### src/rtl/gat_feat_rd_pkg.sv
// Shared definitions for the GAT new-feature BRAM reader: geometry of the
// feature BRAM, byte/word address relation and the reader FSM encoding.
package gat_feat_rd_pkg;

  localparam int NUM_SUBGRAPHS      = 2708;
  localparam int NUM_FEATURE_OUT    = 16;
  localparam int NEW_FEATURE_DEPTH  = NUM_SUBGRAPHS * NUM_FEATURE_OUT;
  localparam int NEW_FEATURE_ADDR_W = $clog2(NEW_FEATURE_DEPTH);

  // The BRAM port is byte addressed; one word is four bytes.
  localparam int BYTE_ADDR_SHIFT = 2;

  typedef enum logic [1:0] {
    IDLE  = 2'd0,
    ISSUE = 2'd1,
    DRAIN = 2'd2,
    FIN   = 2'd3
  } rd_state_t;

endpackage

### src/rtl/gat_feat_rd_fifo.sv
// Small first-word-fall-through FIFO carrying a data word plus a last flag.
// The head is forced to zero while empty so the stream outputs idle at 0.
// Callers guarantee no push into a full FIFO unless a pop happens the same
// cycle; a pop while empty is ignored.
module gat_feat_rd_fifo #(
  parameter int W     = 32,
  parameter int DEPTH = 4,
  parameter int CW    = $clog2(DEPTH + 1)
) (
  input  logic          clk,
  input  logic          rst_n,
  input  logic          push,
  input  logic [W-1:0]  push_data,
  input  logic          push_last,
  input  logic          pop,
  output logic [W-1:0]  head_data,
  output logic          head_last,
  output logic          empty,
  output logic [CW-1:0] count
);

  localparam int PW = (DEPTH > 1) ? $clog2(DEPTH) : 1;

  logic [W:0]    mem [DEPTH];
  logic [PW-1:0] wr_ptr;
  logic [PW-1:0] rd_ptr;
  logic          do_pop;

  function automatic logic [PW-1:0] ptr_inc(input logic [PW-1:0] p);
    return (p == PW'(DEPTH - 1)) ? '0 : p + PW'(1);
  endfunction

  assign empty     = (count == '0);
  assign do_pop    = pop && !empty;
  assign head_data = empty ? '0 : mem[rd_ptr][W-1:0];
  assign head_last = empty ? 1'b0 : mem[rd_ptr][W];

  // Pointer and occupancy bookkeeping
  always_ff @(posedge clk or negedge rst_n) begin
    if (!rst_n) begin
      wr_ptr <= '0;
      rd_ptr <= '0;
      count  <= '0;
    end else begin
      if (push)   wr_ptr <= ptr_inc(wr_ptr);
      if (do_pop) rd_ptr <= ptr_inc(rd_ptr);
      case ({push, do_pop})
        2'b10:   count <= count + CW'(1);
        2'b01:   count <= count - CW'(1);
        default: count <= count;
      endcase
    end
  end

  // Storage array, written on push; contents need no reset
  always_ff @(posedge clk) begin
    if (push) mem[wr_ptr] <= {push_last, push_data};
  end

endmodule

### src/rtl/gat_feat_bram_reader.sv
// Host-side reader for the GAT new-feature BRAM read port. A start command
// (honoured only while gat_ready is high) drains a contiguous word range,
// absorbs the fixed BRAM read latency with a tag pipeline, and streams the
// words out on valid/ready with TLAST. Reads are only issued when the
// prefetch FIFO is guaranteed room, so backpressure never drops data.
//
// Stream handshake: a beat transfers on a rising clk edge where m_tvalid and
// m_tready are both high; once m_tvalid is high, m_tdata/m_tlast stay stable
// until that transfer.
//
// Optional build macro FEAT_RD_CHECKSUM_EN adds a 32-bit wrap-around sum of
// the transferred words of the current command on port checksum.
module gat_feat_bram_reader
  import gat_feat_rd_pkg::*;
#(
  parameter int NEW_FEATURE_WIDTH = 32,
  parameter int RD_LATENCY        = 2,
  parameter int FIFO_DEPTH        = RD_LATENCY + 2
) (
  input  logic                          clk,
  input  logic                          rst_n,
  input  logic                          gat_ready,
  input  logic                          start,
  input  logic [NEW_FEATURE_ADDR_W-1:0] base_word,
  input  logic [NEW_FEATURE_ADDR_W:0]   num_words,
  output logic [NEW_FEATURE_ADDR_W+1:0] feat_bram_addrb,
  input  logic [NEW_FEATURE_WIDTH-1:0]  feat_bram_dout,
  output logic [NEW_FEATURE_WIDTH-1:0]  m_tdata,
  output logic                          m_tvalid,
  input  logic                          m_tready,
  output logic                          m_tlast,
  output logic                          busy,
  output logic                          done,
  output logic                          err_range
`ifdef FEAT_RD_CHECKSUM_EN
  ,
  output logic [31:0]                   checksum
`endif
);

  localparam int AW = NEW_FEATURE_ADDR_W;
  localparam int CW = $clog2(FIFO_DEPTH + 1);

  rd_state_t              state;
  rd_state_t              state_nxt;
  logic [AW-1:0]          word_idx;
  logic [AW:0]            remaining;
  logic [RD_LATENCY-1:0]  tag_v;
  logic [RD_LATENCY-1:0]  tag_l;
  logic [CW-1:0]          inflight;
  logic [CW-1:0]          fifo_count;
  logic                   fifo_empty;
  logic [AW+1:0]          end_word;
  logic [CW:0]            occupancy;
  logic                   start_ok;
  logic                   zero_len;
  logic                   out_of_range;
  logic                   pop;
  logic                   credit;
  logic                   issue;
  logic                   last_issue;
  logic                   capture;
  logic                   capture_last;

  assign start_ok     = start && gat_ready && (state == IDLE);
  assign end_word     = {2'b00, base_word} + {1'b0, num_words};
  assign zero_len     = (num_words == '0);
  assign out_of_range = (end_word > (AW + 2)'(NEW_FEATURE_DEPTH));

  assign m_tvalid     = !fifo_empty;
  assign pop          = m_tvalid && m_tready;

  // Words buffered or in flight, minus the one leaving this cycle, must stay
  // below the FIFO size for a new read to be safe.
  assign occupancy    = {1'b0, fifo_count} + {1'b0, inflight} - (CW + 1)'(pop);
  assign credit       = (occupancy < (CW + 1)'(FIFO_DEPTH));
  assign issue        = (state == ISSUE) && credit;
  assign last_issue   = issue && (remaining == (AW + 1)'(1));
  assign capture      = tag_v[RD_LATENCY-1];
  assign capture_last = tag_l[RD_LATENCY-1];

  // FSM state register
  always_ff @(posedge clk or negedge rst_n) begin
    if (!rst_n) state <= IDLE;
    else        state <= state_nxt;
  end

  // FSM next-state logic
  always_comb begin
    state_nxt = state;
    case (state)
      IDLE:    if (start_ok) state_nxt = (zero_len || out_of_range) ? FIN : ISSUE;
      ISSUE:   if (last_issue) state_nxt = DRAIN;
      DRAIN:   if (pop && m_tlast) state_nxt = FIN;
      FIN:     state_nxt = IDLE;
      default: state_nxt = IDLE;
    endcase
  end

  // FSM outputs decoded from state
  always_comb begin
    busy = (state == ISSUE) || (state == DRAIN);
    done = (state == FIN);
  end

  // Command latch, read address generation and range error flag
  always_ff @(posedge clk or negedge rst_n) begin
    if (!rst_n) begin
      word_idx        <= '0;
      remaining       <= '0;
      feat_bram_addrb <= '0;
      err_range       <= 1'b0;
    end else if (start_ok) begin
      word_idx  <= base_word;
      remaining <= num_words;
      err_range <= !zero_len && out_of_range;
    end else if (issue) begin
      feat_bram_addrb <= {word_idx, {BYTE_ADDR_SHIFT{1'b0}}};
      word_idx        <= word_idx + AW'(1);
      remaining       <= remaining - (AW + 1)'(1);
    end
  end

  // Read-latency tag pipeline and in-flight read counter
  always_ff @(posedge clk or negedge rst_n) begin
    if (!rst_n) begin
      tag_v    <= '0;
      tag_l    <= '0;
      inflight <= '0;
    end else begin
      tag_v <= (tag_v << 1) | RD_LATENCY'(issue);
      tag_l <= (tag_l << 1) | RD_LATENCY'(last_issue);
      case ({issue, capture})
        2'b10:   inflight <= inflight + CW'(1);
        2'b01:   inflight <= inflight - CW'(1);
        default: inflight <= inflight;
      endcase
    end
  end

  gat_feat_rd_fifo #(
    .W     (NEW_FEATURE_WIDTH),
    .DEPTH (FIFO_DEPTH),
    .CW    (CW)
  ) u_fifo (
    .clk       (clk),
    .rst_n     (rst_n),
    .push      (capture),
    .push_data (feat_bram_dout),
    .push_last (capture_last),
    .pop       (pop),
    .head_data (m_tdata),
    .head_last (m_tlast),
    .empty     (fifo_empty),
    .count     (fifo_count)
  );

`ifdef FEAT_RD_CHECKSUM_EN
  // Running sum of transferred words, restarted by each accepted command
  always_ff @(posedge clk or negedge rst_n) begin
    if (!rst_n)        checksum <= '0;
    else if (start_ok) checksum <= '0;
    else if (pop)      checksum <= checksum + 32'(m_tdata);
  end
`endif

endmodule

### config.mk
export PLATFORM = sky130hd
export DESIGN_NAME = gat_feat_bram_reader
export DESIGN_NICKNAME = d
export VERILOG_FILES = /design/src/rtl/gat_feat_rd_pkg.sv /design/src/rtl/gat_feat_rd_fifo.sv /design/src/rtl/gat_feat_bram_reader.sv
export SDC_FILE = /design/constraint.sdc
export NUM_CORES = 1
export LEC_CHECK = 0
export CORE_MARGIN = 4
export CORE_UTILIZATION = 36
export DETAILED_ROUTE_END_ITERATION = 6
export SLEW_MARGIN = 20
export SYNTH_ARGS = -nofsm -noshare
export SYNTH_HDL_FRONTEND = slang
export SYNTH_HIERARCHICAL = 1
export SYNTH_SLANG_ARGS = --single-unit
export TNS_END_PERCENT = 10
### constraint.sdc
create_clock -name clk -period 8.65 [get_ports clk]
set_input_delay 1.73 -clock clk [delete_from_list [all_inputs] [get_ports clk]]
set_output_delay 1.73 -clock clk [all_outputs]
set_load 0.02 [all_outputs]
==> summary.txt, run 1 <==
Clock tree
  • Count of cells resized by post-cts repair: 0
  • Clk buf depth: 2
  • Cell at the root of the clock tree: clkbuf_16
  • Clock Pin Slew Worst Setup and Hold Paths: 0.08 ns
  • CTS tree: built
  • Hold-fix buffers, CTS: 0
  • Number of clock buffers inserted by TritonCTS: 17
  • Setup bufs post-CTS: 0
  • Clock sinks: 198
  • # H-tree levels: 4
  • Clock latency reported for the late side of the worst-skew pair: 0.44 ns

Floorplan
  • Number of primary I/O pins: 125
  • Chip Height: 168 um
  • Die Width: 168 um
  • CORE AREA: 25,200 um^2
  • Initial Util: 36.6%
  • Area of the die: 28,300 um^2
  • Cell Rows: 58

GRT
  • Global route total overflow: 0
  • Number of global-route vias before repair: 5,646
  • Global-route wire length before repair: 30,900 um
  • Maximum number of pins on one net before global-route repair: 70
  • Number of antenna violations at the first check in global routing: 0
  • Overall track demand over capacity in global routing: 13.9%

Yosys
  • Synth warn: 6
  • Mean post-synth cell area: 14.1 um^2
  • Sequential area share after synthesis: 60.8%
  • Cell area after synthesis: 9230 um^2
  • Fraction of synthesis flops using an asynchronous set or reset pin: 33.3%
  • Cell count after synthesis: 656
  • Main flop type after synthesis: edfxtp_1
  • Number of enable-type register cells in the synthesized netlist: 132
  • Number of library cell types mapped by synthesis: 56
  • Number of storage elements in the synthesis netlist: 198

Routing
  • Vias: 5,564
  • Iter 0 DRT Violations: 353
  • Routed wirelength normalized by instance count: 17.1 um
  • Antenna Nets Post-Route: 0
  • Final Routed Wirelength: 19,300 um
  • # DRC: 0
  • Post-DR vias/cell: 4.94
  • DRT Pass-1 Iters: 4

STA
  • Final count of negative-setup-slack endpoints: 0
  • Post-route setup TNS: 0 ns
  • Tmin final: 4.64 ns
  • RSZ-0062 raised after global routing: no
  • Fin. Hold Viols: 0
  • Slew HR: 42.1%
  • Post-route clock skew: 0.0153 ns
  • Number of pins exceeding their max-slew limit in the final report: 0
  • Share of the clock period used by the worst path: 53.6%
  • Worst Max-Slew Pin Slew: 0.869 ns
  • Highest attainable clock frequency: 216 MHz

Critical path
  • Required time of the critical path: 8.95 ns
  • Highest-delay cell along the critical path: nor3_1
  • Largest incremental delay on the critical path: 0.61 ns
  • Endpoint class of the critical path: register
  • Crit Path Max Fanout: 9
  • Worst Setup Start Kind: primary input
  • Arrival @ worst endpoint: 4.94 ns
  • Beginning of the critical path: m_tready
  • Critical path class: primary input to register
  • Start of the worst register-to-register path: u_fifo/count[0]
  • CP Buf/Inv Count: 3
  • Most prevalent standard cell on the critical path: ha_1
  • Category of cells accounting for the largest share of critical-path delay: simple AND/OR/NAND/NOR gates
  • Worst-path cell chain: clkdlybuf4s50_1 -> nor2b_1 -> ha_1 -> inv_1 -> ha_1 -> nand2_1 -> o21bai_1 -> and3_1 -> o21ai_1 -> inv_2 -> nand4_1 -> nor3_1 -> nand3_1 -> xor2_1 -> o21ai_0
  • Logic depth of the worst register-to-register path: 15
  • Crit. path cell count: 15

Finish
  • N_diodes: 0
  • Nets: 892
  • Ratio of cells with drive above 1 in the final layout: 13.4%
  • Syn-to-layout area delta: 24.1%
  • Post-route core utilization: 45.5%

Status
  • Result of the run: completed

Power
  • Power density cells: 310 nW/um^2
  • Leakage dissipation: 4.16 nW
  • Total Power Consumption: 3.54 mW
  • Worst IR Drop VDD: 0.164 mV

Placement
  • Last weighted congestion value of the routability-driven placer: 0.789
  • Count of input and output buffers: 122
  • Detailed Place HPWL: 13,000 um

Min path
  • Depth of the worst hold-timing path: 0
  • Startpoint of the tightest hold check path: tag_l[0]
  • Hold Path Class: register to register

Job
  • # Max-Cap Violations: 0
state kept, by name, summed over array words and instances, names as in the netlist, 3 cells and up:
signal / count
feat_bram_addrb: 16
u_fifo/mem: 132
inflight: 3
remaining: 17
word_idx: 16
u_fifo/count: 3
metal layers:
metal  global-route usage (%)  wire [um]
met4                     3.85        228
met5                        0          0
met3                     3.22       1050
met1                     19.2       8880
met2                     22.2       9100
cell families (layout without fill, tap and decap cells):
kind of cell    count (synthesis)  in the layout  share of synthesized area, %
flops                         198            198                          60.8
xor+xnor                       48             48                          4.56
fa+ha+maj                      39             39                          5.53
buf+inv                        56            195                          2.74
simple gates                  167            167                          9.52
compound gates                 94             94                          6.30
mux                            53             53                          10.5
other cells                     1              2                        0.0406
layout make-up:
class                   count  area [um^2]
repair buffers            131         1280
fillers                  2278        13700
multi-input cells         403         3370
flip-flops and latches    198         5620
inverters                  32          120
clock buffers              17          425
clock inverters            15          226
well taps                 330          413
layout by cell type (no fill, tap or decap), types with 18 or more instances in the layout:
cell type	instances
xnor2_1	25
mux4_2	33
xor2_1	23
nor2b_1	36
o21ai_0	39
edfxtp_1	132
clkdlybuf4s50_1	121
nand2_1	50
ha_1	36
dfrtp_1	65
inv_1	30
mux2_2	18
nor2_1	24
final timing paths:
check	slack [ns]	endpoint
setup reg to reg	5.32	word_idx[11]
setup / recovery	4.01	word_idx[11]
max in group asynchronous	6.56	u_fifo/rd_ptr[0]
hold reg to reg	0.35	tag_l[1]
min in group asynchronous	1.45	remaining[10]
hold / removal	0.35	tag_l[1]
cell usage after synthesis (2+ instances only):
master / number / area (um^2)
a21o_1: 4 / 30.0
o22ai_1: 2 / 12.5
fa_1: 3 / 60.1
xnor2_1: 25 / 219
and3_1: 5 / 31.3
inv_1: 30 / 113
nor2_1: 24 / 90.1
o21a_1: 5 / 37.5
buf_4: 2 / 15.0
o2111ai_1: 2 / 17.5
edfxtp_1: 132 / 3960
nor4_1: 7 / 43.8
dfrtp_1: 66 / 1650
a21oi_1: 13 / 65.1
mux2_2: 18 / 203
o31ai_1: 2 / 15.0
and2_1: 5 / 31.3
nand4_1: 3 / 18.8
mux2i_1: 2 / 20.0
a211o_1: 3 / 26.3
nand2b_1: 2 / 12.5
inv_2: 2 / 7.51
mux4_2: 33 / 743
clkbuf_1: 14 / 52.6
ha_1: 36 / 450
nand2_1: 50 / 188
or2_2: 3 / 18.8
xor2_1: 23 / 201
o21ai_0: 39 / 195
nor3_1: 10 / 50.1
buf_2: 4 / 20.0
nand3_1: 12 / 60.1
o221ai_1: 2 / 17.5
o21ai_1: 7 / 35.0
buf_6: 4 / 45.0
nor2b_1: 36 / 225
or3_1: 3 / 18.8
a211oi_1: 5 / 37.5
worst reg2reg max path, delay by kind of cell, from the launching register on:
family / cells / cell delay (ns)
and+or+nand+nor: 7 / 1.56
AOI/OAI and AO/OA: 3 / 0.35
DFF: 1 / 0.45
adders and majority gates: 2 / 0.40
buffers and inverters: 2 / 0.26
xor gates and xnor gates: 1 / 0.16
through the flow:
stage               setup WS [ns]  std cells  instance area, um^2  hold WS (ns)
detailed placement           3.56       1094                10800         0.335
global placement             3.64       1094                10800         0.332
floorplan                    4.38        657                 9230         0.331
finish                       4.01       1126                11500         0.350
CTS                          3.93       1126                11500         0.353
global route                 3.73       1126                11500         0.358
power breakdown:
| group | leakage, nW | switching [mW] | internal (mW) |
|---|---|---|---|
| clock network | 0.310 | 0.426 | 0.409 |
| registers | 2.01 | 0.171 | 1.19 |
| logic | 1.84 | 0.654 | 0.694 |
| total | 4.16 | 1.25 | 2.29 |
(Power assumes the default switching activity.)
==> inputs of run 2 (changes only) <==
- clock period: 8.65 -> 4.4 ns (I/O delays scaled with it)
==> run 2 against run 1 <==
Design area rose by 0.12%; routed wire length barely moved; critical path depth fell by 11; sequential power rose by 96%; core utilization rose by 0.055 points; global-route usage rose by 0.096 points; largest cell class unchanged.
==> summary.txt, run 2 (synthesis gave the netlist of run 1 again) <==
Critical path
  • Critical path class: register to primary output
  • Arrival @ worst endpoint: 2.72 ns (-2.22 ns)
  • Start of the worst register-to-register path: u_fifo/count[0]
  • Crit Path Max Fanout: 19 (+10)
  • R2r setup slk: 1.33 ns (-3.99 ns)
  • Logic depth of the worst register-to-register path: 14 (-1)
  • Worst Setup Start Kind: register
  • End of the worst register-to-register path: state[1]
  • Endpoint of the most critical setup path: m_tdata[1]
  • Beginning of the critical path: u_fifo/rd_ptr[0]
  • Endpoint class of the critical path: primary output
  • Required time of the critical path: 3.52 ns (-5.43 ns)

Finish
  • N_diodes: 0 (unchanged)
  • Largest register by flop count: u_fifo/mem
  • Post-Layout Cell Count: 1,129 (+0.27%)
  • Most common library cell in the layout ignoring fill and taps: edfxtp_1
  • Nets: 895 (+0.34%)
  • Registers with the most flip-flops: u_fifo/mem (132), remaining (17)
  • Fill count: 2,269 (-0.40%)
  • Ratio of cells with drive above 1 in the final layout: 13.8% (+0.32 points)
  • Top library cells by usage in the layout, fill and taps aside: edfxtp_1, clkdlybuf4s50_1, dfrtp_1, nand2_1, o21ai_0
  • Largest register FFs: 132 (unchanged)
  • Fin area: 11,500 um^2 (+0.12%)
  • Syn-to-layout area delta: 24.2%

Min path
  • Startpoint of the tightest hold check path: tag_v[0]
  • Hold Path Class: register to register
  • Depth of the worst hold-timing path: 0 (unchanged)

STA
  • Final count of negative-setup-slack endpoints: 0 (unchanged)
  • Tmin final: 3.60 ns
  • Highest attainable clock frequency: 278 MHz
  • Number of pins exceeding their max-slew limit in the final report: 0 (unchanged)
  • Post-route clock skew: 0.0171 ns (+0.00174 ns)
  • RSZ-0062 raised after global routing: no
  • Post-route setup TNS: 0 ns (unchanged)
  • Share of the clock period used by the worst path: 81.9%
  • Fin. Hold Viols: 0 (unchanged)
  • Slew HR: 51.2% (+9.1 points)
  • Worst Max-Slew Pin Slew: 0.732 ns (-0.137 ns)

Clock tree
  • Count of cells resized by post-cts repair: 0 (unchanged)
  • Clock latency reported for the late side of the worst-skew pair: 0.43 ns (about the same)
  • CTS tree: built
  • Cell at the root of the clock tree: clkbuf_16
  • # H-tree levels: 4 (unchanged)
  • Hold-fix buffers, CTS: 0 (unchanged)
  • Clock sinks: 198 (unchanged)
  • Clk buf depth: 2 (unchanged)
  • Setup bufs post-CTS: 0 (unchanged)
  • Number of clock buffers inserted by TritonCTS: 17 (unchanged)
  • Clock Pin Slew Worst Setup and Hold Paths: 0.08 ns (about the same)

Power
  • Worst IR Drop VDD: 0.270 mV (+65%)
  • Switching share of total power: 35.1% (-0.18 points)
  • Internal portion of total power: 4.52 mW (+97%)
  • Leakage dissipation: 4.17 nW (+0.37%)
  • Sequential group share of total power: 38.3% (about the same)
  • Net load switching power: 2.44 mW (+95%)
  • Total Power Consumption: 6.96 mW (+96%)
  • Logic pwr share: 38.6% (+0.6 points)
  • Power density cells: 607 nW/um^2 (+96%)
  • Proportion of power drawn by the clock network: 23.1% (-0.4 points)

Routing
  • Antenna Nets Post-Route: 0 (unchanged)
  • # DRC: 0 (unchanged)
  • Routed wirelength normalized by instance count: 17.1 um (-0.18%)
  • DRT Pass-1 Iters: 4 (unchanged)
  • Vias: 5,563 (-0.018%)
  • Final Routed Wirelength: 19,300 um (about the same)
  • Iter 0 DRT Violations: 249 (-29%)
  • Post-DR vias/cell: 4.93 (-0.28%)

Floorplan
  • Initial Util: 36.6% (unchanged)
  • Die Width: 168 um (unchanged)
  • Number of primary I/O pins: 125 (unchanged)
  • Cell Rows: 58 (unchanged)
  • Area of the die: 28,300 um^2 (unchanged)
  • Chip Height: 168 um (unchanged)
  • CORE AREA: 25,200 um^2 (unchanged)

Placement
  • Detailed Place HPWL: 13,300 um (+2.1%)
  • Number of placed instances with taps included: 1,097 (+0.27%)
  • Post-place instance area: 10,800 um^2 (+0.32%)
  • Count of input and output buffers: 122 (unchanged)
  • Last weighted congestion value of the routability-driven placer: 0.797 (+1.0%)

GRT
  • Number of antenna violations at the first check in global routing: 0 (unchanged)
  • Global-route wire length before repair: 31,300 um (+1.2%)
  • Global route total overflow: 0 (unchanged)
  • Maximum number of pins on one net before global-route repair: 69 (-1.4%)
  • Number of global-route vias before repair: 5,797 (+2.7%)
  • Overall track demand over capacity in global routing: 14.0% (+0.096 points)

Status
  • Result of the run: completed

Job
  • # Max-Cap Violations: 0 (unchanged)
run 2: cell count changes in the layout (fill, tap and decap cells not counted), sizes merged:
cell	change
buf	+3
inv	+3
clkinv	-3
run 2: worst min path at each step:
stage / to / slack, ns
2_1_floorplan: tag_l[1] / 0.33
5_1_grt: tag_v[1] / 0.36
4_1_cts: tag_v[1] / 0.35
6_report: tag_v[1] / 0.35
3_3_place_gp: tag_v[1] / 0.33
3_5_place_dp: tag_v[1] / 0.34
run 2: worst max-delay path, cell delays in order, from the launching register on:
cell	delay (ns)
dfrtp_2	0.77
buf_12	0.27
mux4_2	0.51
nor2b_1	0.17
clkdlybuf4s50_1	0.57
run 2: through the flow:
step           hold WS [ns]  util [%]  setup WS [ns]
2_1_floorplan         0.331         -          0.907
5_1_grt               0.358      45.5          0.557
4_1_cts               0.354      45.5          0.692
3_3_place_gp          0.333      43.0          0.574
3_5_place_dp          0.336      43.0          0.466
6_report              0.353      45.5          0.799
run 2: area by class of cell:
| class | count | area [um^2] | share of cell area, % |
|---|---|---|---|
| Sequential cell | 198 | 5620 | 49.0 |
| Clock inverter | 15 | 205 | 1.79 |
| Clock buffer | 17 | 425 | 3.71 |
| Tap cell | 330 | 413 | 3.60 |
| Inverter | 32 | 120 | 1.05 |
| Multi-Input combinational cell | 403 | 3370 | 29.4 |
| Timing Repair Buffer | 134 | 1320 | 11.5 |
run 2: power by group through the flow:
| stage | registers, mW | logic, mW | clock network [mW] |
|---|---|---|---|
| 6_report | 2.67 | 2.68 | 1.61 |
| 5_1_grt | 2.73 | 2.94 | 1.75 |
| 4_1_cts | 2.68 | 2.73 | 1.66 |
| 3_5_place_dp | 2.72 | 2.72 | 0 |
| 3_3_place_gp | 2.71 | 2.70 | 0 |
| 2_1_floorplan | 2.67 | 1.73 | 0 |
run 2: layer usage:
layer	vias to the layer above	routed length, um	track usage, %
li1	2678	-	-
met1	2728	8920	19.0
met2	147	9200	23.0
met3	10	989	3.26
met4	0	166	3.28
met5	-	0	0
==> inputs of run 3 (changes only) <==
- clock period: 4.4 -> 3.65 ns (I/O delays scaled with it)
==> run 3 against run 2 <==
Clock skew fell by 0.0047 ns; sequential cell count did not move; core utilization rose by 0.68 points; total power rose by 22%; critical endpoint is now m_tdata[25].
==> summary.txt, run 3 (synthesis gave the netlist of run 1 again) <==
Status
  • Result of the run: completed

STA
  • Fin. Hold Viols: 0 (unchanged)
  • Tmin final: 3.38 ns
  • Final count of negative-setup-slack endpoints: 0 (unchanged)
  • Highest attainable clock frequency: 296 MHz
  • RSZ-0062 raised after global routing: no
  • Share of the clock period used by the worst path: 92.6%
  • Post-route clock skew: 0.0124 ns (-0.00467 ns)
  • Number of pins exceeding their max-slew limit in the final report: 0 (unchanged)
  • Worst Max-Slew Pin Slew: 0.868 ns (+0.137 ns)
  • Slew HR: 42.1% (-9.1 points)
  • Slack of the critical path: 0.269 ns (-0.529 ns)

Critical path
  • Arrival @ worst endpoint: 2.65 ns (-0.07 ns)
  • Worst-path cell chain: buf_4 -> mux4_2 -> nor2b_1 -> clkdlybuf4s50_1
  • Largest incremental delay on the critical path: 0.69 ns (-0.08 ns)
  • Required time of the critical path: 2.92 ns (-0.60 ns)
  • Worst Setup Start Kind: register
  • Category of cells accounting for the largest share of critical-path delay: buffers and inverters
  • Endpoint class of the critical path: primary output
  • Critical path class: register to primary output
  • Crit Path Max Fanout: 16 (-3)
  • Highest-delay cell along the critical path: dfrtp_2
  • CP Buf/Inv Count: 2 (unchanged)

GRT
  • Global route total overflow: 0 (unchanged)
  • Most used routing layer: met2
  • Met1 Use GR: 19.1% (+0.16 points)
  • Number of antenna violations at the first check in global routing: 0 (unchanged)
  • Met3 track demand over resource: 3.43% (+0.16 points)
  • Maximum number of pins on one net before global-route repair: 69 (unchanged)
  • Overall track demand over capacity in global routing: 13.9% (-0.061 points)
  • Global-route wire length before repair: 31,300 um (about the same)
  • Met2 usage in global routing: 22.8% (-0.19 points)
  • Number of global-route vias before repair: 5,754 (-0.74%)

Clock tree
  • Setup bufs post-CTS: 0 (unchanged)
  • Hold-fix buffers, CTS: 0 (unchanged)
  • Clock sinks: 198 (unchanged)
  • # H-tree levels: 4 (unchanged)
  • Clock Pin Slew Worst Setup and Hold Paths: 0.08 ns (about the same)
  • CTS tree: built
  • Count of cells resized by post-cts repair: 0 (unchanged)
  • Clock latency reported for the late side of the worst-skew pair: 0.43 ns (about the same)
  • Clk buf depth: 2 (unchanged)
  • Cell at the root of the clock tree: clkbuf_16
  • Number of clock buffers inserted by TritonCTS: 17 (unchanged)

Finish
  • Fin area: 11,600 um^2 (+1.5%)
  • Largest register by flop count: u_fifo/mem
  • Syn-to-layout area delta: 26.1%
  • Post-Layout Cell Count: 1,148 (+1.7%)
  • Largest register FFs: 132 (unchanged)
  • Ratio of cells with drive above 1 in the final layout: 15.8% (+2.0 points)
  • Registers with the most flip-flops: u_fifo/mem (132), remaining (17)
  • Most common library cell in the layout ignoring fill and taps: edfxtp_1
  • Nets: 914 (+2.1%)
  • N_diodes: 0 (unchanged)
  • Fill count: 2,246 (-1.0%)
  • Top library cells by usage in the layout, fill and taps aside: edfxtp_1, clkdlybuf4s50_1, dfrtp_1, nand2_1, o21ai_0

Placement
  • Detailed Place HPWL: 13,600 um (+2.4%)
  • Worst slack after detailed placement: -0.0123 ns (-0.479 ns)
  • Post-place instance area: 11,000 um^2 (+1.5%)
  • Last weighted congestion value of the routability-driven placer: 0.782 (-1.9%)
  • Count of input and output buffers: 122 (unchanged)
  • Number of placed instances with taps included: 1,116 (+1.7%)

Min path
  • Hold Path Class: register to register

Routing
  • Routed wirelength normalized by instance count: 16.9 um (-1.2%)
  • Antenna Nets Post-Route: 0 (unchanged)
  • Post-DR vias/cell: 4.88 (-1.0%)
  • Vias: 5,598 (+0.63%)
  • Final Routed Wirelength: 19,400 um (+0.46%)
  • DRT Pass-1 Iters: 4 (unchanged)
  • # DRC: 0 (unchanged)
  • Iter 0 DRT Violations: 223 (-10%)

Floorplan
  • Area of the die: 28,300 um^2 (unchanged)
  • Chip Height: 168 um (unchanged)
  • CORE AREA: 25,200 um^2 (unchanged)
  • Number of primary I/O pins: 125 (unchanged)
  • Cell Rows: 58 (unchanged)
  • Die Width: 168 um (unchanged)
  • Initial Util: 36.6% (unchanged)

Power
  • Leakage dissipation: 4.28 nW (+2.5%)
  • Worst IR Drop VDD: 0.435 mV (+61%)
  • Power density cells: 732 nW/um^2 (+20%)

Job
  • # Max-Cap Violations: 0 (unchanged)
## run 3: cell types whose count changed in the layout (fill, tap and decap cells not counted)
cell / delta
buf_12: +2
buf_4: +17
clkinv_8: -3
inv_12: +4
inv_6: +1
inv_8: -2
## run 3: area by class of cell
| type | instances | area, um^2 | area share (%) |
|---|---|---|---|
| Multi-Input combinational cell | 403 | 3370 | 28.9 |
| Tap cell | 330 | 413 | 3.55 |
| Sequential cell | 198 | 5620 | 48.3 |
| Inverter | 32 | 120 | 1.03 |
| Clock inverter | 15 | 208 | 1.79 |
| Clock buffer | 17 | 425 | 3.66 |
| Timing Repair Buffer | 153 | 1490 | 12.8 |
## run 3: routing by layer
layer | vias to the layer above | wire (um)
met5 | - | 0
met4 | 0 | 78
met3 | 7 | 1010
met2 | 139 | 9390
met1 | 2745 | 8890
li1 | 2707 | -
## run 3: worst paths after layout
kind	startpoint	to	slack, ns	depth (start not counted)
worst max-delay path	u_fifo/rd_ptr[0]	m_tdata[25]	0.27	4
worst min-delay path	tag_l[0]	tag_l[1]	0.36	0
worst max register to register	u_fifo/count[0]	inflight[2]	0.68	15
worst min register to register	tag_l[0]	tag_l[1]	0.36	0
max in group asynchronous	rst_n	u_fifo/rd_ptr[0]	2.55	2
min in group asynchronous	rst_n	remaining[12]	0.48	2
## run 3: report_power, final
group | switching (mW) | internal [mW]
Clock | 1.02 | 0.972
Sequential | 0.405 | 2.82
Combinational | 1.56 | 1.73
## run 3: worst reg2reg max path, stage by stage, from the launching register on
cell and delay [ns]:
dfrtp_1 0.45, nor3_4 0.21, nor2b_1 0.09, ha_1 0.18
inv_1 0.05, ha_1 0.21, nand2_1 0.06, o21bai_1 0.07
and3_1 0.18, o21ai_1 0.30, ha_1 0.26, inv_1 0.06
fa_1 0.37, xor2_1 0.15, nor2_1 0.12, xnor2_1 0.12
## run 3: stage by stage
stage / power, mW / setup TNS (ns) / hold slack, ns / util, %
after floorplan: 5.31 / 0 / 0.331 / -
after global placement: 6.60 / -0.135 / 0.333 / 43.7
final: 8.51 / 0 / 0.356 / 46.2
after global routing: 9.04 / 0 / 0.361 / 46.2
after CTS: 8.66 / 0 / 0.359 / 46.2
after detailed placement: 6.64 / -0.0144 / 0.341 / 43.7
